`src/rtl/fetch_queue.sv`:
```
// rtl/fetch_queue.sv - instruction fetch front end with PC-tagged FIFO and redirect flush
module fetch_queue #(
  parameter int          DEPTH    = 4,
  parameter logic [31:0] RESET_PC = 32'h0000_0000
) (
  input  logic        clk_i,
  input  logic        rst_i,
  input  logic        start_i,
  output logic        imem_req_o,
  output logic [31:0] imem_addr_o,
  input  logic        imem_gnt_i,
  input  logic        imem_rvalid_i,
  input  logic [31:0] imem_rdata_i,
  input  logic        redirect_i,
  input  logic [31:0] redirect_pc_i,
  output logic        inst_valid_o,
  output logic [31:0] inst_o,
  output logic [31:0] inst_pc_o,
  input  logic        inst_ready_i
);

  localparam int AW = $clog2(DEPTH);
  localparam int CW = AW + 1;

  logic [31:0]   r_fetch_pc;
  logic [31:0]   r_rsp_pc;
  logic [CW-1:0] r_inflight;
  logic [CW-1:0] r_discard;
  logic [CW-1:0] r_count;
  logic [AW-1:0] r_head;
  logic [AW-1:0] r_tail;
  logic [63:0]   r_mem [DEPTH];

  logic [CW-1:0] w_used;
  logic          w_grant;
  logic          w_rsp;
  logic          w_push;
  logic          w_pop;

  // Credit covers both buffered and in-flight words, so a response can always be pushed.
  assign w_used       = r_inflight + r_count;
  assign imem_req_o   = rst_i & start_i & ~redirect_i & (w_used < CW'(DEPTH));
  assign imem_addr_o  = r_fetch_pc;
  assign w_grant      = imem_req_o & imem_gnt_i;
  assign w_rsp        = imem_rvalid_i & (r_inflight != '0);
  assign w_push       = w_rsp & (r_discard == '0) & ~redirect_i;
  assign w_pop        = inst_valid_o & inst_ready_i & ~redirect_i;

  assign inst_valid_o = (r_count != '0);
  assign inst_o       = r_mem[r_head][31:0];
  assign inst_pc_o    = r_mem[r_head][63:32];

  always_ff @(posedge clk_i or negedge rst_i) begin
    if (!rst_i) begin
      r_fetch_pc <= RESET_PC;
      r_rsp_pc   <= RESET_PC;
      r_inflight <= '0;
      r_discard  <= '0;
      r_count    <= '0;
      r_head     <= '0;
      r_tail     <= '0;
      for (int i = 0; i < DEPTH; i++) r_mem[i] <= '0;
    end else begin
      r_inflight <= r_inflight + CW'(w_grant) - CW'(w_rsp);
      if (redirect_i) begin
        r_fetch_pc <= {redirect_pc_i[31:2], 2'b00};
        r_rsp_pc   <= {redirect_pc_i[31:2], 2'b00};
        r_discard  <= r_inflight - CW'(w_rsp);
        r_count    <= '0;
        r_head     <= '0;
        r_tail     <= '0;
      end else begin
        if (w_grant) r_fetch_pc <= r_fetch_pc + 32'd4;
        if (w_rsp && (r_discard != '0)) r_discard <= r_discard - CW'(1);
        if (w_push) begin
          r_mem[r_tail] <= {r_rsp_pc, imem_rdata_i};
          r_tail        <= r_tail + AW'(1);
          r_rsp_pc      <= r_rsp_pc + 32'd4;
        end
        if (w_pop) r_head <= r_head + AW'(1);
        r_count <= r_count + CW'(w_push) - CW'(w_pop);
      end
    end
  end

endmodule

```
`config.mk`:
```
export PLATFORM = sky130hd
export DESIGN_NAME = fetch_queue
export DESIGN_NICKNAME = d
export VERILOG_FILES = /design/src/rtl/fetch_queue.sv
export SDC_FILE = /design/constraint.sdc
export NUM_CORES = 1
export LEC_CHECK = 0
export CAP_MARGIN = 20
export CORE_UTILIZATION = 55
export DETAILED_ROUTE_END_ITERATION = 8
export GPL_TIMING_DRIVEN = 0
export HOLD_SLACK_MARGIN = 0.12
export PLACE_DENSITY = 0.78
export SKIP_CTS_REPAIR_TIMING = 1
export SLEW_MARGIN = 10
export SYNTH_ARGS = -nofsm -noshare
export SYNTH_HDL_FRONTEND = slang
export SYNTH_SLANG_ARGS = --single-unit
```
`constraint.sdc`:
```
create_clock -name clk_i -period 7 [get_ports clk_i]
set_input_delay 1.4 -clock clk_i [delete_from_list [all_inputs] [get_ports clk_i]]
set_output_delay 1.4 -clock clk_i [all_outputs]
set_load 0.05 [all_outputs]
```
==> results of run 1 <==
==> logic make-up (layout without fill, tap and decap cells) <==
logic type | Yosys count | after routing | synth area share (%)
muxes | 324 | 324 | 28.94
DFF | 321 | 321 | 53.54
and+or+nand+nor | 198 | 198 | 7.155
buffers and inverters | 93 | 320 | 2.702
AOI/OAI and AO/OA | 77 | 77 | 3.335
xor gates and xnor gates | 47 | 47 | 2.794
adders and majority gates | 17 | 17 | 1.518
other | 1 | 4 | 0.02499
==> layer usage <==
metal  up-vias  GRT usage [%]  routed length (um)
met5         -              0                   0
met4         0          7.260                 728
met3        54          4.727                1989
met2       311          41.31               16330
met1      5002          35.07               14810
li1       4372              -                   -
==> critical path, delay by kind of cell (launching register included) <==
family   cells  cell delay (ps)
mux          1              610
buf+inv      3             1960
flops        1              320
==> state kept, by name, summed over array words and instances (netlist names) <==
name	count
imem_addr_o	30
r_inflight	3
r_tail	2
r_discard	3
r_count	3
r_head	2
r_rsp_pc	30
r_mem	248
==> per-stage QoR <==
step | worst slack (ps) | std cells | total power [mW] | instance area (um^2) | hold slack [ps]
final | 2208 | 1649 | 7.394 | 18320 | 500.3
after global routing | 1974 | 1649 | 7.728 | 18320 | 514.4
after CTS | 2087 | 1649 | 7.456 | 18320 | 503.9
after detailed placement | 2219 | 1587 | 5.586 | 17150 | 490.7
after global placement | -9294 | 1584 | 5.517 | 17060 | 483.5
after floorplan | 3548 | 1081 | 4.644 | 15020 | 475.2
==> cells in the final DEF, fill, tap and decap left out, types with 8 or more instances in the layout <==
master	synthesis	final
nand4_1	26	26
buf_2	33	33
clkbuf_1	31	38
nand2_1	49	49
nand3_1	33	33
mux2_2	258	258
xor2_1	26	26
nor3_1	19	19
mux4_2	62	62
inv_1	22	22
clkbuf_16	0	37
xnor2_1	20	20
a21oi_1	8	8
clkdlybuf4s50_1	0	161
o21ai_0	30	30
nor2_1	20	20
clkbuf_8	0	8
o211ai_1	10	10
dfrtp_1	321	321
ha_1	15	15
==> path summary, 6_finish.rpt <==
kind	end	from	depth (start not counted)
max in group asynchronous	r_mem[159]$_DFFE_PN0P_	rst_i	3
hold reg to reg	r_mem[72]$_DFFE_PN0P_	r_mem[72]$_DFFE_PN0P_	1
hold / removal	r_mem[72]$_DFFE_PN0P_	r_mem[72]$_DFFE_PN0P_	1
setup / recovery	inst_pc_o[30]	r_head[0]$_DFFE_PN0P_	4
setup reg to reg	r_inflight[2]$_DFF_PN0_	r_count[1]$_DFF_PN0_	12
min in group asynchronous	r_mem[5]$_DFFE_PN0P_	rst_i	1
==> power by group <==
group          internal [mW]  switching, mW
clock                   1.12          0.721
combinational           1.27           1.73
sequential              2.28          0.272
==> layout make-up <==
cell class	instances	area (um^2)	share of cell area, %
Sequential cell	321	8033	43.84
Clock buffer	52	1062	5.798
Timing Repair Buffer	165	1709	9.329
Multi-Input combinational cell	667	6578	35.90
Buffer	71	322.8	1.762
Tap cell	341	426.7	2.329
Inverter	22	82.58	0.4507
Clock inverter	10	107.6	0.5873
==> out/metrics.cfg, run 1 <==
[detailed_routing]
post_drt_wl_per_cell_um = 20.53
drt_iter0_drc = 656
drt_wl_total_um = 33860
dr.pass1.iters = 7
post-route-drc-count = 2
ant_nets = 0
vias = 9739
routed_via_density = 5.906

[cells_and_area]
nets = 1371
drive_gt1_share_pct = 32.65
utilization_pct = 68.17
antenna_cells = 0
nFillCells = 1905
syn_to_final_growth_pct = 22.11

[critical_path]
cp.arrival_ps = 3390
start_kind = flop
cp.required_ps = 5600
slowest_stage = clkdlybuf4s50_1
end_kind = primary output
path_class = reg -> out
regToRegSetupSlack_ps = 3590
worstPathCellList = clkbuf_1 > buf_1 > mux4_2 > clkdlybuf4s50_1
critical_path.max_stage_delay_ps = 720
cp_max_fo = 10

[floorplan]
die_h_um = 167.2
ios = 169
start_util_pct = 55.83
die_x_um = 167.2
dieArea_mm2 = 0.02795
row_count = 60
coreArea_mm2 = 0.02688

[grt]
grt_pass1_vias = 10320
antenna_found_initial = 0
grt_first_pass_wirelength_um = 55550
overflow = 0
grt_max_degree = 113
grt_usage_pct = 25.35

[power]
ir_worst_vdd_mv = 0.1946
p_per_area_mw_per_mm2 = 403.6
leakagePower_nw = 8.049

[clock_network]
cts_buffers = 35
tritoncts = built
clkLatencyLatePin_ps = 510
cts_root_buffer = clkbuf_16
cts_sinks = 321
htree_levels = 2
cts_buffer_depth = 3
clk_pin_slew_ps = 60

[synth]
synth.most_common_cell = dfrtp_1
syn-cell-area_mm2 = 0.01500
ys_ff_latch = 321
synthCells = 1078
netlist_top_cells_area = dfrtp_1, mux2_2, mux4_2
yosysSeqAreaShare_pct = 53.54
synth_common_cells = dfrtp_1, mux2_2, mux4_2
synth_top_area_share_pct = 53.54
yosysTopAreaCell = dfrtp_1
avgSynthCellArea_um2 = 13.92
synth-async-reset-ratio_pct = 100.0
synth_edf_count = 0
synth_ff_type = dfrtp_1
yosys_warnings = 0
ys_types = 55

[run]
cap_violations = 0

[place]
hpwl_um = 23200
portBuffers = 162
gp_congestion = 0.9020

[timing]
finalHoldViolCount = 0
rsz0062_at_grt = false
period_share_pct = 68.46
setup_tns_ps = 0
period_needed_ps = 4792
fmax_mhz = 208.7
slew_violations = 0
max_slew_margin_pct = 47.23
fin_worst_skew_ps = 19.22
tightest_slew_ps = 791.5
setup_viol = 0

[worst_hold_path]
hp-class = reg -> reg

[run_status]
violations = DRC
status = complete, but fails checks

Note: power is estimated with default switching activity, not from simulation.
==> inputs of run 2 (changes only) <==
Settings changed: CORE_UTILIZATION 55 to 51, PLACE_DENSITY 0.78 to 0.76.
Clock period 7 ns to 4.2 ns, I/O delays scaled along.
==> out/metrics.cfg, run 2 (synthesis gave the netlist of run 1 again) <==
[run_status]
status = finished clean

[timing]
fin_worst_skew_ps = 16.41  ; -2.804 ps
tightest_slew_ps = 726.6  ; -64.92 ps
finalHoldViolCount = 0  ; unchanged
max_slew_margin_pct = 51.56  ; +4.3 points
period_share_pct = 93.76
slew_violations = 0  ; unchanged
rsz0062_at_grt = false
postLayoutSetupSlackWorst_ps = 262.3  ; -1945 ps
setup_viol = 0  ; unchanged
fmax_mhz = 254.0
period_needed_ps = 3938

[detailed_routing]
vias = 9655  ; -0.86%
dr.pass1.iters = 4  ; -3
routed_via_density = 5.703  ; -3.4%
post-route-drc-count = 0  ; -2
drt_iter0_drc = 569  ; -13%
ant_nets = 0  ; unchanged
post_drt_wl_per_cell_um = 19.88  ; -3.2%
drt_wl_total_um = 33670  ; -0.57%

[cells_and_area]
drive_gt1_share_pct = 33.31  ; +0.66 points
seq_area_mm2 = 0.008033  ; unchanged
largest_register_ffs = 248  ; unchanged
antenna_cells = 0  ; unchanged
nFillCells = 2148  ; +13%
syn_to_final_growth_pct = 23.62
top_register = r_mem
layout_common_cells = dfrtp_1, mux2_2, clkdlybuf4s50_1
final_common_cell = dfrtp_1
multi_input_area_mm2 = 0.006578  ; unchanged
nets = 1371  ; unchanged

[floorplan]
coreArea_mm2 = 0.02886  ; +7.4%
ios = 169  ; unchanged
dieArea_mm2 = 0.03011  ; +7.7%
row_count = 62  ; +3.3%
die_x_um = 173.5  ; +3.8%
start_util_pct = 51.99  ; -3.8 points
die_h_um = 173.5  ; +3.8%

[critical_path]
cp.required_ps = 3360  ; -2240 ps
crit_end = inst_pc_o[17]
slowest_stage = clkdlybuf4s50_1
regToRegSetupSlack_ps = 910  ; -2680 ps
crit_start = r_head[1]$_DFFE_PN0P_
worstPathCellList = clkbuf_1 > clkbuf_1 > mux4_2 > clkdlybuf4s50_1
rr_startpoint = r_count[1]$_DFF_PN0_
cp.arrival_ps = 3100  ; -290 ps
ff2ff_path_depth = 12  ; unchanged
path_class = reg -> out
start_kind = flop
end_kind = primary output
cp_max_fo = 10  ; unchanged
critical_path.max_stage_delay_ps = 860  ; +140 ps
crit-reg2reg-capture = r_inflight[2]$_DFF_PN0_
crit_top_cell = clkbuf_1

[power]
switching_share_pct = 35.90  ; -0.94 points
leakagePower_nw = 8.143  ; +1.2%
ir_worst_vdd_mv = 0.3086  ; +59%
pwr-share-clk_pct = 27.4  ; +2.4 points
power_frac_comb_pct = 39.0  ; -1.5 points
intPower_mw = 8.144  ; +74%
total_power_mw = 12.71  ; +72%
p_per_area_mw_per_mm2 = 684.9  ; +70%
share_seq_of_total_power_pct = 33.6  ; -0.9 points
switching_power_mw = 4.561  ; +67%

[grt]
grt_first_pass_wirelength_um = 55500  ; about the same
grt_usage_pct = 23.29  ; -2.1 points
antenna_found_initial = 1  ; +1
overflow = 0  ; unchanged
grt_max_degree = 91  ; -19%
grt_pass1_vias = 10370  ; +0.54%

[run]
cap_violations = 0  ; unchanged

[place]
portBuffers = 162  ; unchanged
pre_cts_slack_ps = -71.17  ; -2290 ps
hpwl_um = 22910  ; -1.2%
gp_congestion = 0.8992  ; -0.31%

[worst_hold_path]
hp-class = in -> async

[clock_network]
cts_buffers = 36  ; +2.9%
cts_sinks = 321  ; unchanged
tritoncts = built
clkLatencyLatePin_ps = 510  ; about the same
cts_root_buffer = clkbuf_16
cts_buffer_depth = 3  ; unchanged
htree_levels = 2  ; unchanged
clk_pin_slew_ps = 60  ; about the same

[run 2: cell types whose count changed in the layout (fill, tap and decap cells not counted)]
cell | previous run | this run
inv_8 | 0 | 1
clkinv_4 | 0 | 1
clkinvlp_4 | 3 | 2
clkbuf_1 | 38 | 31
buf_1 | 3 | 2
clkinv_2 | 5 | 4
clkbuf_8 | 8 | 11
clkbuf_2 | 0 | 1
bufinv_16 | 2 | 7
[run 2: power groups by stage]
stage / combinational, mW / clock (mW) / sequential, mW
after global placement: 4.94 / 0 / 4.26
after global routing: 5.23 / 3.67 / 4.37
after CTS: 5.03 / 3.55 / 4.24
final: 4.96 / 3.48 / 4.27
after detailed placement: 5.02 / 0 / 4.29
after floorplan: 3.49 / 0 / 4.25
[run 2: worst min-delay path by stage]
| stage | depth (start not counted) | startpoint | slack [ps] | to |
|---|---|---|---|---|
| after floorplan | 1 | r_mem[100]$_DFFE_PN0P_ | 480 | r_mem[100]$_DFFE_PN0P_ |
| after global placement | 1 | r_mem[94]$_DFFE_PN0P_ | 480 | r_mem[94]$_DFFE_PN0P_ |
| after detailed placement | 1 | r_mem[89]$_DFFE_PN0P_ | 490 | r_mem[89]$_DFFE_PN0P_ |
| after CTS | 1 | rst_i | 380 | r_mem[201]$_DFFE_PN0P_ |
| after global routing | 1 | rst_i | 400 | r_mem[196]$_DFFE_PN0P_ |
| final | 1 | rst_i | 340 | r_mem[132]$_DFFE_PN0P_ |
[run 2: stage by stage]
stage          instances  util, %  hold WS (ps)  instance area, um^2  setup TNS, ps
4_1_cts             1694    64.29         375.2                18550          -1629
6_report            1693    64.28         342.0                18550              0
2_1_floorplan       1081        -         475.2                15020              0
3_5_place_dp        1630    59.62         489.8                17210         -71.17
3_3_place_gp        1627    59.32         482.8                17120       -3993830
5_1_grt             1693    64.28         396.6                18550              0
[run 2: critical path: cells and delay by family (launching register included)]
kind | cells | cell delay (ps)
flip-flops | 1 | 320
multiplexers | 1 | 340
buffers and inverters | 3 | 1910
[run 2: area by class of cell]
class / instances / area share [%]
sequential: 321 / 43.31
multi-input combinational: 667 / 35.46
tap: 384 / 2.590
inverter: 22 / 0.4452
clock buffer: 49 / 5.828
timing repair buffer: 165 / 9.214
clock inverter: 15 / 1.430
buffer: 70 / 1.727
[run 2: routing by layer]
layer	GRT usage [%]	up-vias	wire [um]
met3	3.772	55	2058
met2	37.50	319	16030
met1	33.08	4924	14960
met4	6.047	2	596
met5	0	-	13
li1	-	4355	-
==> inputs of run 3 (changes only) <==
Settings changed: HOLD_SLACK_MARGIN 0.12 to unset, RECOVER_POWER set to 50.
==> out/metrics.cfg, run 3 (synthesis gave the netlist of run 1 again) <==
[floorplan]
ios = 169  ; unchanged
coreArea_mm2 = 0.02886  ; unchanged
row_count = 62  ; unchanged
start_util_pct = 51.99  ; unchanged
dieArea_mm2 = 0.03011  ; unchanged
die_x_um = 173.5  ; unchanged
die_h_um = 173.5  ; unchanged

[clock_network]
cts_buffers = 36  ; unchanged
cts_sinks = 321  ; unchanged
tritoncts = built
cts_buffer_depth = 3  ; unchanged
clk_pin_slew_ps = 60  ; about the same
htree_levels = 2  ; unchanged
cts_root_buffer = clkbuf_16
clkLatencyLatePin_ps = 510  ; about the same

[place]
gp_congestion = 0.8992  ; unchanged
portBuffers = 162  ; unchanged
hpwl_um = 22910  ; unchanged

[timing]
slew_violations = 160  ; +160
period_share_pct = 93.72  ; about the same
finalHoldViolCount = 0  ; unchanged
fmax_mhz = 254.0  ; about the same
fin_worst_skew_ps = 16.09  ; -0.3277 ps
period_needed_ps = 3936  ; -1.449 ps
setup_tns_ps = 0  ; unchanged
setup_viol = 0  ; unchanged
tightest_slew_ps = 1939  ; +1213 ps
whs_ps = 325.7  ; -16.35 ps
rsz0062_at_grt = false
max_slew_margin_pct = -29.28  ; -81 points

[detailed_routing]
dr.pass1.iters = 5  ; +1
post-route-drc-count = 0  ; unchanged
drt_iter0_drc = 604  ; +6.2%
ant_nets = 0  ; unchanged
routed_via_density = 5.731  ; +0.49%
drt_wl_total_um = 33720  ; +0.16%
post_drt_wl_per_cell_um = 19.92  ; +0.16%
vias = 9702  ; +0.49%

[cells_and_area]
antenna_cells = 0  ; unchanged
nFillCells = 2156  ; +0.37%
final_common_cell = dfrtp_1
drive_gt1_share_pct = 33.08  ; -0.23 points
top_register = r_mem
layout_common_cells = dfrtp_1, mux2_2, clkdlybuf4s50_1
nets = 1371  ; unchanged
largest_register_ffs = 248  ; unchanged
syn_to_final_growth_pct = 23.27
utilization_pct = 64.10  ; -0.18 points

[critical_path]
crit-reg2reg-capture = r_inflight[2]$_DFF_PN0_
path_class = reg -> out
worstPathCellList = clkbuf_1 > clkbuf_1 > mux4_2 > clkdlybuf4s50_1
ff2ff_path_depth = 12  ; unchanged
path_delay_family = buffers and inverters
end_kind = primary output
slowest_stage = clkdlybuf4s50_1
path_buf_inv = 3  ; unchanged
cp_max_fo = 10  ; unchanged
start_kind = flop
critical_path.max_stage_delay_ps = 860  ; about the same
rr_startpoint = r_count[1]$_DFF_PN0_
cp.arrival_ps = 3100  ; about the same
regToRegSetupSlack_ps = 900  ; about the same
cp.required_ps = 3360  ; about the same
crit_top_cell = clkbuf_1

[power]
total_power_mw = 12.69  ; -0.14%
ir_worst_vdd_mv = 0.3087  ; about the same
p_per_area_mw_per_mm2 = 686.0  ; +0.15%
leakagePower_nw = 8.128  ; -0.19%

[worst_hold_path]
hp-class = in -> async

[grt]
grt_usage_pct = 23.29  ; unchanged
grt_pass1_vias = 10370  ; unchanged
grt_max_degree = 91  ; unchanged
antenna_found_initial = 1  ; unchanged
overflow = 0  ; unchanged
grt_first_pass_wirelength_um = 55500  ; unchanged

[run]
cap_violations = 2  ; +2

[run_status]
status = complete, but fails checks
violations = capacitance limit, slew limit

## run 3: cell types whose count changed in the layout (fill, tap and decap cells not counted), moves of 2 or more
cell             before  now
clkdlybuf4s50_1     161  145
dlygate4sd3_1         0   16
buf_16                3    1
buf_2                33   31
clkbuf_1             31   33
clkbuf_2              1    3
## run 3: worst max-delay path by stage
stage | endpoint | cells after the start | startpoint | slack [ps]
CTS | inst_pc_o[30] | 4 | r_head[0]$_DFFE_PN0P_ | -220
finish | inst_pc_o[17] | 4 | r_head[1]$_DFFE_PN0P_ | 260
detailed placement | r_inflight[2]$_DFF_PN0_ | 13 | rst_i | -70
floorplan | r_inflight[2]$_DFF_PN0_ | 12 | r_count[1]$_DFF_PN0_ | 1290
global route | r_count[2]$_DFF_PN0_ | 12 | redirect_i | 110
global placement | imem_addr_o[9]$_DFFE_PN0P_ | 1 | rst_i | -11390
## run 3: final cells by class
class	count	area [um^2]	share of cell area, %
Multi-Input combinational cell	667	6573	35.53
Inverter	22	82.58	0.4465
Buffer	70	317.8	1.718
Sequential cell	321	8033	43.43
Timing Repair Buffer	165	1664	8.997
Tap cell	384	480.5	2.598
Clock buffer	49	1081	5.845
Clock inverter	15	265.3	1.434
## run 3: stage by stage
stage / std cells / instance area, um^2 / worst slack, ps
after CTS: 1694 / 18550 / -224.0
after floorplan: 1081 / 15020 / 1290
final: 1693 / 18500 / 263.7
after global placement: 1627 / 17120 / -11390
after global routing: 1693 / 18500 / 108.6
after detailed placement: 1630 / 17210 / -71.17
## run 3: power by group
group	switching (mW)	leakage [nW]	internal (mW)	total [mW]
clock	1.24	0.661	2.24	3.48
sequential	0.468	4.21	3.80	4.27
combinational	2.84	3.25	2.10	4.94
## run 3: routing by layer
metal / global-route usage [%] / vias to the layer above / wire length, um
li1: - / 4360 / -
met1: 33.08 / 4963 / 15040
met2: 37.50 / 320 / 16050
met3: 3.772 / 57 / 2015
met4: 6.047 / 2 / 603
met5: 0 / - / 13
